[src/rtl/a0_trace_pkg.sv]
// Shared types for the a0 trace capture block: FSM states, timestamp width
// and the entry layout (optional timestamp enabled by A0_TRACE_TIMESTAMP_EN).
package a0_trace_pkg;

  typedef enum logic [1:0] {
    IDLE   = 2'd0,
    ARMED  = 2'd1,
    HALTED = 2'd2
  } trace_state_t;

  localparam int TS_WIDTH = 32;
  localparam int A0_WIDTH = 32;

  // Entry layout at the default a0 width; the top packs {ts, value} the same way.
  typedef struct packed {
`ifdef A0_TRACE_TIMESTAMP_EN
    logic [TS_WIDTH-1:0] ts;
`endif
    logic [A0_WIDTH-1:0] value;
  } trace_entry_t;

endpackage

[src/rtl/a0_trace_fifo_sync_fifo.sv]
// First-word-fall-through FIFO with an exact occupancy count; the head entry
// is held in a register so the output is glitch-free and stable while idle.
module sync_fifo #(
  parameter int W     = 32,
  parameter int DEPTH = 16
) (
  input  logic                       clk,
  input  logic                       rst,
  input  logic                       push,
  input  logic                       pop,
  input  logic [W-1:0]               din,
  output logic [W-1:0]               dout,
  output logic [$clog2(DEPTH):0]     count,
  output logic                       drop
);

  localparam int AW = $clog2(DEPTH);
  localparam int CW = AW + 1;

  logic [W-1:0]  mem_r [DEPTH];
  logic [AW-1:0] wr_ptr_r;
  logic [AW-1:0] rd_ptr_r;
  logic [CW-1:0] count_r;
  logic [W-1:0]  dout_r;

  logic          full_s;
  logic          pop_ok_s;
  logic          push_ok_s;
  logic [AW-1:0] rd_next_s;
  logic [CW-1:0] count_next_s;
  logic [W-1:0]  dout_next_s;

  // Handshake qualification and next-state computation
  always_comb begin
    full_s       = (count_r == CW'(DEPTH));
    pop_ok_s     = pop && (count_r != {CW{1'b0}});
    push_ok_s    = push && (!full_s || pop_ok_s);
    drop         = push && full_s && !pop_ok_s;
    rd_next_s    = pop_ok_s ? (rd_ptr_r + AW'(1)) : rd_ptr_r;
    count_next_s = count_r;
    case ({push_ok_s, pop_ok_s})
      2'b10:   count_next_s = count_r + CW'(1);
      2'b01:   count_next_s = count_r - CW'(1);
      default: count_next_s = count_r;
    endcase
    // A push into an (effectively) empty FIFO bypasses storage to the head.
    if (push_ok_s && (count_r == CW'(pop_ok_s))) begin
      dout_next_s = din;
    end else if (pop_ok_s && (count_r > CW'(1))) begin
      dout_next_s = mem_r[rd_next_s];
    end else begin
      dout_next_s = dout_r;
    end
  end

  // Storage array write port
  always_ff @(posedge clk) begin
    if (push_ok_s) begin
      mem_r[wr_ptr_r] <= din;
    end
  end

  // Pointers, occupancy and head register
  always_ff @(posedge clk or posedge rst) begin
    if (rst) begin
      wr_ptr_r <= {AW{1'b0}};
      rd_ptr_r <= {AW{1'b0}};
      count_r  <= {CW{1'b0}};
      dout_r   <= {W{1'b0}};
    end else begin
      if (push_ok_s) begin
        wr_ptr_r <= wr_ptr_r + AW'(1);
      end
      rd_ptr_r <= rd_next_s;
      count_r  <= count_next_s;
      dout_r   <= dout_next_s;
    end
  end

  assign dout  = dout_r;
  assign count = count_r;

endmodule

[src/rtl/a0_trace_fifo.sv]
// Records every change of the CPU a0 register into a FIFO drained by the host.
// Define A0_TRACE_TIMESTAMP_EN to tag each entry with a 32-bit cycle stamp.
module a0_trace_fifo
  import a0_trace_pkg::*;
#(
  parameter int WIDTH = 32,
  parameter int DEPTH = 16
) (
  input  logic                   clk,
  input  logic                   rst,
  input  logic [WIDTH-1:0]       a0_in,
  input  logic                   start,
  input  logic                   stop,
  output logic                   out_valid,
  input  logic                   out_ready,
  output logic [WIDTH-1:0]       out_data,
`ifdef A0_TRACE_TIMESTAMP_EN
  output logic [TS_WIDTH-1:0]    out_ts,
`endif
  output logic [$clog2(DEPTH):0] count,
  output logic                   overflow,
  output logic                   armed
);

`ifdef A0_TRACE_TIMESTAMP_EN
  localparam int ENTRY_W = TS_WIDTH + WIDTH;
  logic [TS_WIDTH-1:0] ts_r;
`else
  localparam int ENTRY_W = WIDTH;
`endif

  trace_state_t       state_r;
  logic [WIDTH-1:0]   last_a0_r;
  logic               overflow_r;
  logic               armed_r;
  logic               push_req_s;
  logic               pop_req_s;
  logic               drop_s;
  logic [ENTRY_W-1:0] entry_s;
  logic [ENTRY_W-1:0] head_s;
  logic [$clog2(DEPTH):0] count_s;

  // A change coinciding with stop is deliberately not captured.
  assign push_req_s = (state_r == ARMED) && !stop && (a0_in != last_a0_r);
  assign pop_req_s  = out_valid && out_ready;

`ifdef A0_TRACE_TIMESTAMP_EN
  // Stamp = number of ARMED edges elapsed, including the capturing one.
  assign entry_s = {ts_r + TS_WIDTH'(1), a0_in};
`else
  assign entry_s = a0_in;
`endif

  // Capture FSM with baseline tracking, sticky overflow and cycle counter
  always_ff @(posedge clk or posedge rst) begin
    if (rst) begin
      state_r    <= IDLE;
      armed_r    <= 1'b0;
      last_a0_r  <= {WIDTH{1'b0}};
      overflow_r <= 1'b0;
`ifdef A0_TRACE_TIMESTAMP_EN
      ts_r       <= {TS_WIDTH{1'b0}};
`endif
    end else begin
      if (drop_s) begin
        overflow_r <= 1'b1;
      end
      case (state_r)
        IDLE, HALTED: begin
          if (start && !stop) begin
            state_r    <= ARMED;
            armed_r    <= 1'b1;
            last_a0_r  <= a0_in;
            overflow_r <= 1'b0;
`ifdef A0_TRACE_TIMESTAMP_EN
            ts_r       <= {TS_WIDTH{1'b0}};
`endif
          end
        end
        ARMED: begin
          last_a0_r <= a0_in;
`ifdef A0_TRACE_TIMESTAMP_EN
          ts_r      <= ts_r + TS_WIDTH'(1);
`endif
          if (stop) begin
            state_r <= HALTED;
            armed_r <= 1'b0;
          end
        end
        default: begin
          state_r <= IDLE;
          armed_r <= 1'b0;
        end
      endcase
    end
  end

  sync_fifo #(
    .W     (ENTRY_W),
    .DEPTH (DEPTH)
  ) u_fifo (
    .clk   (clk),
    .rst   (rst),
    .push  (push_req_s),
    .pop   (pop_req_s),
    .din   (entry_s),
    .dout  (head_s),
    .count (count_s),
    .drop  (drop_s)
  );

  assign count     = count_s;
  assign out_valid = (count_s != '0);
  assign out_data  = head_s[WIDTH-1:0];
`ifdef A0_TRACE_TIMESTAMP_EN
  assign out_ts    = head_s[ENTRY_W-1:WIDTH];
`endif
  assign overflow  = overflow_r;
  assign armed     = armed_r;

endmodule

[config.mk]
export PLATFORM = sky130hd
export DESIGN_NAME = a0_trace_fifo
export DESIGN_NICKNAME = d
export VERILOG_FILES = /design/src/rtl/a0_trace_pkg.sv /design/src/rtl/a0_trace_fifo_sync_fifo.sv /design/src/rtl/a0_trace_fifo.sv
export SDC_FILE = /design/constraint.sdc
export NUM_CORES = 1
export LEC_CHECK = 0
export ABC_AREA = 1
export ABC_CLOCK_PERIOD_IN_PS = 8600
export CAP_MARGIN = 15
export CORE_MARGIN = 1
export CORE_UTILIZATION = 60
export DETAILED_ROUTE_END_ITERATION = 12
export GPL_TIMING_DRIVEN = 0
export PLACE_DENSITY = 0.76
export SETUP_SLACK_MARGIN = 0.2
export SLEW_MARGIN = 20
export SYNTH_ARGS = -nofsm -noshare
export SYNTH_HDL_FRONTEND = slang
export SYNTH_HIERARCHICAL = 1
export SYNTH_SLANG_ARGS = --single-unit
[constraint.sdc]
create_clock -name clk -period 8.6 [get_ports clk]
set_input_delay 0.86 -clock clk [delete_from_list [all_inputs] [get_ports clk]]
set_output_delay 0.86 -clock clk [all_outputs]
set_load 0.005 [all_outputs]
==> metrics.md, run 1 <==
| Metric | Value |
|---|---|
| Status | complete, no violations |
| Worst path max stage delay | 1.10 ns |
| Vias in the first global route | 19,300 |
| Synth Area per Inst | 10.2 µm² |
| Clock tree buffer depth | 3 |
| CTS tree | done |
| Hold Fails Final Rpt | 0 |
| Routed vias | 20,100 |
| RePlAce Congestion | 0.891 |
| Worst Hold Path Cells | 2 |
| Worst reg2reg path startpoint | last_a0_r[28] |
| Initial core utilization | 0.609 |
| R2r endpoint | u_fifo/dout[16] |
| Post-layout net count | 2,854 |
| Die area | 45,700 µm² |
| Final min period | 4.30 ns |
| Pwr Density | 328 nW/µm² |
| Clock root buffer master | clkbuf_16 |
| First-pass iteration count of the detailed router | 6 |
| Net Sw Frac | 0.402 |
| Int Pwr | 6060 µW |
| Fillcell total | 3,070 |
| Hold-fix buffers at CTS | 0 |
| Total number of yosys warnings | 6 |
| Post-synthesis sequential area ratio | 0.646 |
| Critical path type | in -> reg |
| Antenna Nets Post-Route | 0 |
| GRT Util Overall | 0.327 |
| Post-DP HPWL | 49,600 µm |
| Count of final setup violators | 0 |
| Die Span Y | 214 µm |
| Worst-path clk slew | 0.06 ns |
| Initial drt markers | 2,352 |
| Residual DRC | 0 |
| Synth top area cells | edfxtp_1 57%, nand3_1 11%, dfrtp_1 7.5%, nand2_1 7.1%, inv_1 7.0% |
| CP top delay family | buffers and inverters |
| Clock sink count | 593 |
| Post-CTS Resized | 0 |
| Worst skew pair latency | 0.62 ns |
| Synth cell types | 31 |
| Routed Wire Length | 73,400 µm |
| Share of cells above drive strength 1 | 0.0928 |
| Crit. End Element | flop |
| Global route overflow | 0 |
| Top FF cell, synth | edfxtp_1 |
| Ports | 77 |
| Worst reg2reg path depth | 15 |
| Synth top area share | 0.571 |
| WL per Instance | 21.3 µm |
| Fin Hold WS | 0.479 ns |
| Hold Path Class | reg -> reg |
| Area growth syn-to-layout | 14.6% |
| Port bufs | 76 |
| Largest net degree at the start of global routing | 34 |
| Cell leakage power | 0.0132 µW |
| # rows | 77 |
| Clock network fraction of total power | 0.245 |
| CTS buffer count | 58 |
| CP bufs+invs | 4 |
| Max Cap Violations | 0 |
| Buffer count from post-CTS setup fixing | 0 |
| Unrepaired setup endpoints after global routing | false |
| Seq cells post-synth | 593 |
| Net Switching | 4070 µW |
| Crit path cell chain | clkdlybuf4s50_1 > inv_1 > nand2_1 > nand2_1 > nor2_1 > nand2_1 > nor2_1 > nand2_1 > nor2_1 > nor2_1 > nand2_1 > nor3_1 > o21ai_1 > nand2_1 > inv_1 > clkbuf_1 > nand2_1 > nand2_1 |
| Critical Path RT | 9.16 ns |
| Comb pwr share | 0.412 |
| Worst setup SP type | input pin |
| Crit path max-delay cell type | clkdlybuf4s50_1 |
| Most used cell, CP | nand2_1 |
| Total power | 10,100 µW |
| Slew Limit Fails | 0 |
| Die span in x | 214 µm |
| Post-route setup TNS | 0 ns |
| Drt via density | 5.83 |
| Synth Net Count | 2,699 |
| Rel. slew slack | 0.296 |
| Fmax | 233 MHz |
| Async S/R FF share, synth | 0.137 |
| Syn Inst Count | 2,652 |
| Worst IR Drop VDD | 0.254 mV |
| Core area | 44,200 µm² |
| Yosys top cell by area | edfxtp_1 |
| Mapped cell area | 26,900 µm² |
| Top-count cell post-synth | nand3_1 |
| EDFF count, synth | 512 |
| CTS H-tree lvls | 2 |
| Worst-margin pin slew | 1.05 ns |
| Peak fanout along the critical path | 20 |
| R2R setup slack | 5.35 ns |
| Worst Hold End | u_fifo/dout[25] |
| Synth cell count leaders | 611 x nand3_1, 512 x edfxtp_1, 507 x nand2_1 |
| Initial antenna violation count | 1 |
| First-pass GRT wire length | 110,000 µm |
| Sequential group share of total power | 0.343 |
| Worst EP arrival | 4.85 ns |
| Part of the cycle the worst path needs | 0.500 |
| Hold path startpoint | u_fifo/dout[25] |
| Clk_skew | 0.0179 ns |
## worst max-delay path by stage
stage,from,to,slack [ns],cells after the start
after global routing,a0_in[19],u_fifo/dout[15],4.22,18
after CTS,a0_in[20],u_fifo/dout[16],4.38,18
after floorplan,a0_in[6],u_fifo/mem_r[11][0],5.11,11
after global placement,a0_in[20],u_fifo/mem_r[12][19],2.26,13
final,a0_in[21],u_fifo/dout[16],4.30,18
after detailed placement,a0_in[20],u_fifo/dout[16],3.76,18
## power groups by stage
stage	Combinational [µW]	Clock, µW	Sequential [µW]
finish	4180	2480	3470
global route	4460	2600	3490
CTS	4050	2500	3470
detailed placement	4010	0	3530
global placement	3850	0	3520
floorplan	2470	0	3510
## layout make-up
class | instances | area (µm²) | area share
antenna | 2 | 5.00 | 0.000162
buffer | 151 | 757 | 0.0245
clock buffer | 75 | 1590 | 0.0515
clock inverter | 33 | 255 | 0.00827
inverter | 502 | 1880 | 0.0611
multi-input combinational | 1406 | 7010 | 0.227
sequential | 593 | 17400 | 0.564
tap | 592 | 741 | 0.0240
timing repair buffer | 95 | 1220 | 0.0394
## registers in the layout, summed over array words and instances (netlist names)
name and cells:
u_fifo/count 5, overflow 1, u_fifo/rd_ptr_r 4, u_fifo/dout 32, state_r 2, u_fifo/wr_ptr_r 4
last_a0_r 32, armed 1, u_fifo/mem_r 512
## placed cells by master (no fill, tap or decap), types with 2 or more instances in the layout
cell type,Yosys,final
buf_16,0,10
buf_1,4,4
nand2_1,507,507
inv_2,3,5
a21oi_1,2,2
buf_4,5,5
xnor2_1,3,3
xor2_1,9,9
bufinv_16,0,4
o21ai_0,68,68
clkbuf_16,0,61
mux2_4,2,2
nand3_1,611,611
dfrtp_1,81,81
clkbuf_1,15,28
nand3b_1,128,128
inv_1,499,497
diode_2,0,2
edfxtp_1,512,512
nor3_1,3,3
o21ai_1,3,3
clkdlybuf4s50_1,0,76
buf_2,124,124
nand3_4,3,3
nor2_1,47,31
buf_12,0,9
buf_6,2,2
nor2_4,1,17
ha_1,10,10
clkinv_1,0,15
nand2_4,3,3
clkinv_2,0,12
## worst reg2reg max path: cells and delay by family, from the launching register on
| kind | cells | cell delay (ns) |
|---|---|---|
| simple gates | 11 | 1.62 |
| buf+inv | 2 | 0.91 |
| flops | 1 | 0.38 |
| xor+xnor | 1 | 0.16 |
| compound gates | 1 | 0.12 |
## routing by layer
metal | vias up | routed length, µm | track usage
li1 | 9057 | - | -
met1 | 9646 | 27300 | 0.426
met2 | 1179 | 35000 | 0.537
met3 | 221 | 8080 | 0.0603
met4 | 0 | 3040 | 0.150
met5 | - | 0 | 0
## stage by stage
| stage | cells | setup slack, ns | area (µm²) | utilization |
|---|---|---|---|---|
| floorplan | 2652 | 5.11 | 26900 | - |
| CTS | 3447 | 4.38 | 30900 | 0.698 |
| finish | 3449 | 4.30 | 30900 | 0.698 |
| global route | 3447 | 4.22 | 30900 | 0.698 |
| detailed placement | 3339 | 3.76 | 29000 | 0.656 |
| global placement | 3320 | 2.26 | 28400 | 0.643 |
## kinds of logic after synthesis
group	Yosys count	synth area share
AND/OR/NAND/NOR	1306	0.231
buffers and inverters	653	0.0981
flip-flops	593	0.646
XOR/XNOR	13	0.00451
AO/OA/AOI/OAI	74	0.0138
multiplexers	3	0.00153
adder cells (fa/ha/maj)	10	0.00465
(Power assumes the default switching activity.)
==> run 2, diff against run 1 <==
ABC_CLOCK_PERIOD_IN_PS = 4000   (was 8600)
clock period = 4 ns   (was 8.6 ns; I/O delays follow)
==> run 2 against run 1 <==
Total power grew 110%. Register-to-register slack worse by 4.6 ns. Die area stayed put. First-iteration DRC count rose by 8.5%. Critical path depth is the same. Sequential power grew 120%. Critical endpoint unchanged. Global-route usage unchanged. Hold slack got worse by 0.39 ns. Flip-flop and latch count unchanged.
==> metrics.md, run 2 (same netlist as run 1, synthesis figures left out) <==
| Metric | Value |
|---|---|
| Status | complete, no violations (unchanged) |
| Initial drt markers | 2,551 (was 2,352) |
| Post-DP HPWL | 49,600 µm (unchanged) |
| Port bufs | 76 (unchanged) |
| Fillcell total | 3,064 (was 3,070) |
| Slew Limit Fails | 0 (unchanged) |
| Crit path cell chain | clkdlybuf4s50_1 > inv_1 > nand2_1 > nand2_1 > nor2_1 > nand2_1 > nor2_1 > nand2_1 > nor2_1 > nor2_1 > nand2_1 > nor3_1 > o21ai_1 > nand2_1 > inv_1 > clkbuf_1 > nand2_1 > nand2_1 (unchanged) |
| CTS tree | done (unchanged) |
| Vias in the first global route | 19,300 (unchanged) |
| Hold-fix buffers at CTS | 0 (unchanged) |
| Max reg flops | 512 (unchanged) |
| GRT Util Overall | 0.327 (unchanged) |
| Routed Wire Length | 73,300 µm (was 73,400 µm) |
| Pwr Density | 705 nW/µm² (was 328 nW/µm²) |
| Clock tree buffer depth | 3 (unchanged) |
| Non-Filler Instances | 3,448 (was 3,449) |
| Largest net degree at the start of global routing | 34 (unchanged) |
| First-pass GRT wire length | 110,000 µm (unchanged) |
| Clk_skew | 0.0188 ns (was 0.0179 ns) |
| Residual DRC | 0 (unchanged) |
| Commonest cells after routing, fill and taps aside | 611 x nand3_1, 512 x edfxtp_1, 507 x nand2_1 (unchanged) |
| Commonest non-fill, non-tap cell in the layout | nand3_1 (unchanged) |
| Global route overflow | 0 (unchanged) |
| Drt via density | 5.82 (was 5.83) |
| Largest register by flop count | u_fifo/mem_r (unchanged) |
| Worst EP arrival | 4.29 ns (was 4.85 ns) |
| Peak fanout along the critical path | 20 (unchanged) |
| Hold Path Class | in -> async (was reg -> reg) |
| Die span in x | 214 µm (unchanged) |
| Clock root buffer master | clkbuf_16 (unchanged) |
| Worst setup SP type | input pin (unchanged) |
| Worst-path clk slew | 0.06 ns (about the same) |
| Die area | 45,700 µm² (unchanged) |
| Placed Cells | 3,339 (unchanged) |
| RePlAce Congestion | 0.891 (unchanged) |
| Critical path type | in -> reg (unchanged) |
| Hold Fails Final Rpt | 0 (unchanged) |
| # rows | 77 (unchanged) |
| Initial core utilization | 0.609 (unchanged) |
| Post-CTS Resized | 0 (unchanged) |
| Final min period | 3.74 ns |
| First-pass iteration count of the detailed router | 6 (unchanged) |
| WL per Instance | 21.3 µm (about the same) |
| Most used cell, CP | nand2_1 (unchanged) |
| Worst IR Drop VDD | 0.544 mV (was 0.254 mV) |
| Worst path max stage delay | 1.03 ns (was 1.10 ns) |
| Clock sink count | 593 (unchanged) |
| Setup WS pre-CTS | -0.384 ns (was 3.76 ns) |
| Area growth syn-to-layout | 14.7% (was 14.6%) |
| Sequential Area | 17,400 µm² (unchanged) |
| Crit path max-delay cell type | clkdlybuf4s50_1 (unchanged) |
| Antenna Nets Post-Route | 0 (unchanged) |
| DP Area | 29,000 µm² (unchanged) |
| Cell area after layout | 30,900 µm² (about the same) |
| Initial antenna violation count | 1 (unchanged) |
| Max Cap Violations | 0 (unchanged) |
| Cell leakage power | 0.0133 µW (was 0.0132 µW) |
| Worst-margin pin slew | 1.01 ns (was 1.05 ns) |
| Count of final setup violators | 0 (unchanged) |
| Worst skew pair latency | 0.63 ns (was 0.62 ns) |
| Crit. End Element | flop (unchanged) |
| Setup ws final | 0.265 ns (was 4.30 ns) |
| CTS buffer count | 58 (unchanged) |
| Rel. slew slack | 0.322 (was 0.296) |
| Part of the cycle the worst path needs | 0.934 |
| CTS H-tree lvls | 2 (unchanged) |
| Share of cells above drive strength 1 | 0.0928 (unchanged) |
| Fmax | 268 MHz |
| Core area | 44,200 µm² (unchanged) |
| Ports | 77 (unchanged) |
| Buffer count from post-CTS setup fixing | 0 (unchanged) |
| Die Span Y | 214 µm (unchanged) |
| Routed vias | 20,100 (about the same) |
| Multi-input gate area | 7010 µm² (unchanged) |
| Unrepaired setup endpoints after global routing | false (unchanged) |
| Post-layout net count | 2,854 (unchanged) |
| Critical Path RT | 4.55 ns (was 9.16 ns) |
run 2: changes by cell type in the layout (fill, tap and decap cells not counted):
cell / delta
clkdlybuf4s50_1: -10
dlymetal6s2s_1: +10
diode_2: -1
run 2: path summary, 6_finish.rpt:
path	startpoint	slack, ns	cells past startpoint	endpoint
min in group clk	a0_in[25]	0.46	3	last_a0_r[25]
hold reg to reg	u_fifo/dout[25]	0.48	2	u_fifo/dout[25]
setup reg to reg	last_a0_r[28]	0.72	15	u_fifo/dout[16]
setup / recovery	a0_in[17]	0.26	18	u_fifo/dout[16]
max in group asynchronous	rst	3.12	3	u_fifo/count[1]
hold / removal	rst	0.09	2	last_a0_r[19]
run 2: layout make-up:
| class | instances | share of cell area |
|---|---|---|
| antenna | 1 | 0.0000810 |
| buffer | 151 | 0.0245 |
| clock buffer | 75 | 0.0515 |
| clock inverter | 33 | 0.00827 |
| inverter | 502 | 0.0610 |
| multi-input combinational | 1406 | 0.227 |
| sequential | 593 | 0.564 |
| tap | 592 | 0.0240 |
| timing repair buffer | 95 | 0.0402 |
run 2: stage by stage:
stage	setup TNS (ns)	total power, µW	hold WS, ns	util
2_1_floorplan	0	12900	0.464	-
3_3_place_gp	-851.56	15900	0.461	0.643
3_5_place_dp	-40.66	16200	0.465	0.656
4_1_cts	0	21500	0.0883	0.698
5_1_grt	0	22700	0.113	0.698
6_report	0	21800	0.0884	0.698
run 2: critical path: cells and delay by family:
kind | cells | cell delay, ns
AO/OA/AOI/OAI | 1 | 0.12
buffers and inverters | 4 | 2.03
AND/OR/NAND/NOR | 13 | 1.72
run 2: per-layer routing:
| layer | share of wire | GRT usage | vias to the layer above | wire length, µm |
|---|---|---|---|---|
| met4 | 0.042 | 0.150 | 0 | 3100 |
| met3 | 0.10 | 0.0603 | 222 | 7670 |
| met1 | 0.38 | 0.426 | 9658 | 27700 |
| li1 | - | - | 9051 | - |
| met2 | 0.48 | 0.537 | 1147 | 34900 |
| met5 | 0 | 0 | - | 0 |
run 2: where the power goes:
group          leakage, µW  internal (µW)  switching [µW]
clock             0.000907           3040            2290
combinational      0.00681           2790            6190
sequential         0.00559           7190             274
==> variant: new RTL, config.mk and constraints of run 2 <==
Set the parameter `WIDTH` to 36 (it was 32).
--- a/src/rtl/a0_trace_fifo.sv
+++ b/src/rtl/a0_trace_fifo.sv
@@ -4,5 +4,5 @@
   import a0_trace_pkg::*;
 #(
-  parameter int WIDTH = 32,
+  parameter int WIDTH = 36,
   parameter int DEPTH = 16
 ) (
Interface: changed (resized a0_in and out_data); port bits go from 77 to 85. No check against the original RTL was run, so the function may have changed too.
==> variant against run 2 <==
Power up 17%. Area after synthesis up 11%. Hold slack better by 0.19 ns. Sequential cell count up 72. Largest cell class unchanged. Critical path depth down 6. Highest routed layer is now met5. Wire length up 17%. Setup slack worse by 0.034 ns. Design area up 12%.
==> variant: results (changes against run 2) <==
area fraction in compound gates after synthesis 0.00505 (was 0.0138); CP Max Fanout 19 (was 20); Worst path top cell family by delay simple AND/OR/NAND/NOR gates (was buffers and inverters); synth unique cells 32 (was 31); Antenna Cells 0 (was 1); launch point of the critical path a0_in[6] (was a0_in[17]); xor/xnor share of the synthesized area 0.00906 (was 0.00451); FMAX 265 MHz (was 268 MHz); syn_nets 2934 (was 2699); share of layout cells above drive strength 1 0.0983 (was 0.0928); Wirelength per Cell 22.7 um (was 21.3 um); max reg flops 576 (was 512); dpl cell area 32200 um2 (was 29000 um2); CP peak stage delay 1.11 ns (was 1.03 ns); Post-DP HPWL 57.4 mm (was 49.6 mm); ranking of synthesized cells by area edfxtp_1 58%, nand3_1 12%, dfrtp_1 7.4% (was edfxtp_1 57%, nand3_1 11%, dfrtp_1 7.5%); port buffer count 84 (was 76); leak pwr 14.6 nW (was 13.3 nW); Worst VDD drop 0.000380 V (was 0.000544 V); fillers 3324 (was 3064); r2r setup slk 0.47 ns (was 0.72 ns); pin count of the biggest net entering global routing 50 (was 34); Slew HR 0.294 (was 0.322); FF-to-FF path depth 14 (was 15); total number of vias 22600 (was 20100); Avg Cell Area, Syn 10.4 um2 (was 10.2 um2); r2r endpoint u_fifo/dout[1] (was u_fifo/dout[16]); CP endpoint u_fifo/mem_r[0][19] (was u_fifo/dout[16]); DRT iter0 DRCs 2976 (was 2551); setup slack at placement -0.460 ns (was -0.384 ns); Setup Skew 0.0116 ns (was 0.0188 ns); nets@finish 3121 (was 2854); DP Cell Count 3649 (was 3339); All-Layer GR Usage 0.342 (was 0.327); Int Pwr 0.0150 W (was 0.0130 W); vias in the first global route 22000 (was 19300); Seq/Total Area, Yosys 0.651 (was 0.646); WHS 0.276 ns (was 0.0884 ns); Net Switching 0.0105 W (was 0.00875 W); EDFF count, synth 576 (was 512); P_comb 0.0108 W (was 0.00898 W); Non-Filler Instances 3787 (was 3448); total CTS buffers 68 (was 58); reg2reg start u_fifo/count[0] (was last_a0_r[28]); H-tree Lvls 3 (was 2); Clock Latency Late Sink 0.60 ns (was 0.63 ns); post-synthesis mux area share 0.00826 (was 0.00153); gpl congestion 0.940 (was 0.891); Critical Path AT 4.07 ns (was 4.29 ns); synthesized-area fraction occupied by adder cells 0.00417 (was 0.00465); Top reg by flops u_fifo/mem_r (unchanged); first-pass GRT wire length 127 mm (was 110 mm); Post-synth ARST share 0.134 (was 0.137); status finished, final reports clean (unchanged)
==> variant: cell types whose count changed after synthesis, sizes merged, moves of 23 or more <==
cell / delta
buf: -23
edfxtp: +64
nand3: +79
o21ai: -46
clkbuf: +36
nor2: +74
==> variant: layout make-up <==
type | count | area, um2 | share of cell area
clock inverters | 30 | 216 | 0.00625
repair buffers | 117 | 1480 | 0.0427
clock buffers | 93 | 2000 | 0.0578
plain buffers | 164 | 787 | 0.0227
inverters | 495 | 1860 | 0.0537
flip-flops and latches | 665 | 19500 | 0.564
well taps | 664 | 831 | 0.0240
multi-input cells | 1559 | 7930 | 0.229
==> variant: metal layers <==
layer	up-vias	share of wire	GRT usage
met2	1548	0.47	0.553
met5	-	0.00015	0
met1	10800	0.36	0.436
met3	293	0.12	0.0755
li1	9951	-	-
met4	2	0.046	0.175
==> variant: timing repair <==
item	CTS	global route
resized for setup	1	10
pin swaps	0	4
buffers inserted	0	15
endpoints found under the setup margin	10	317
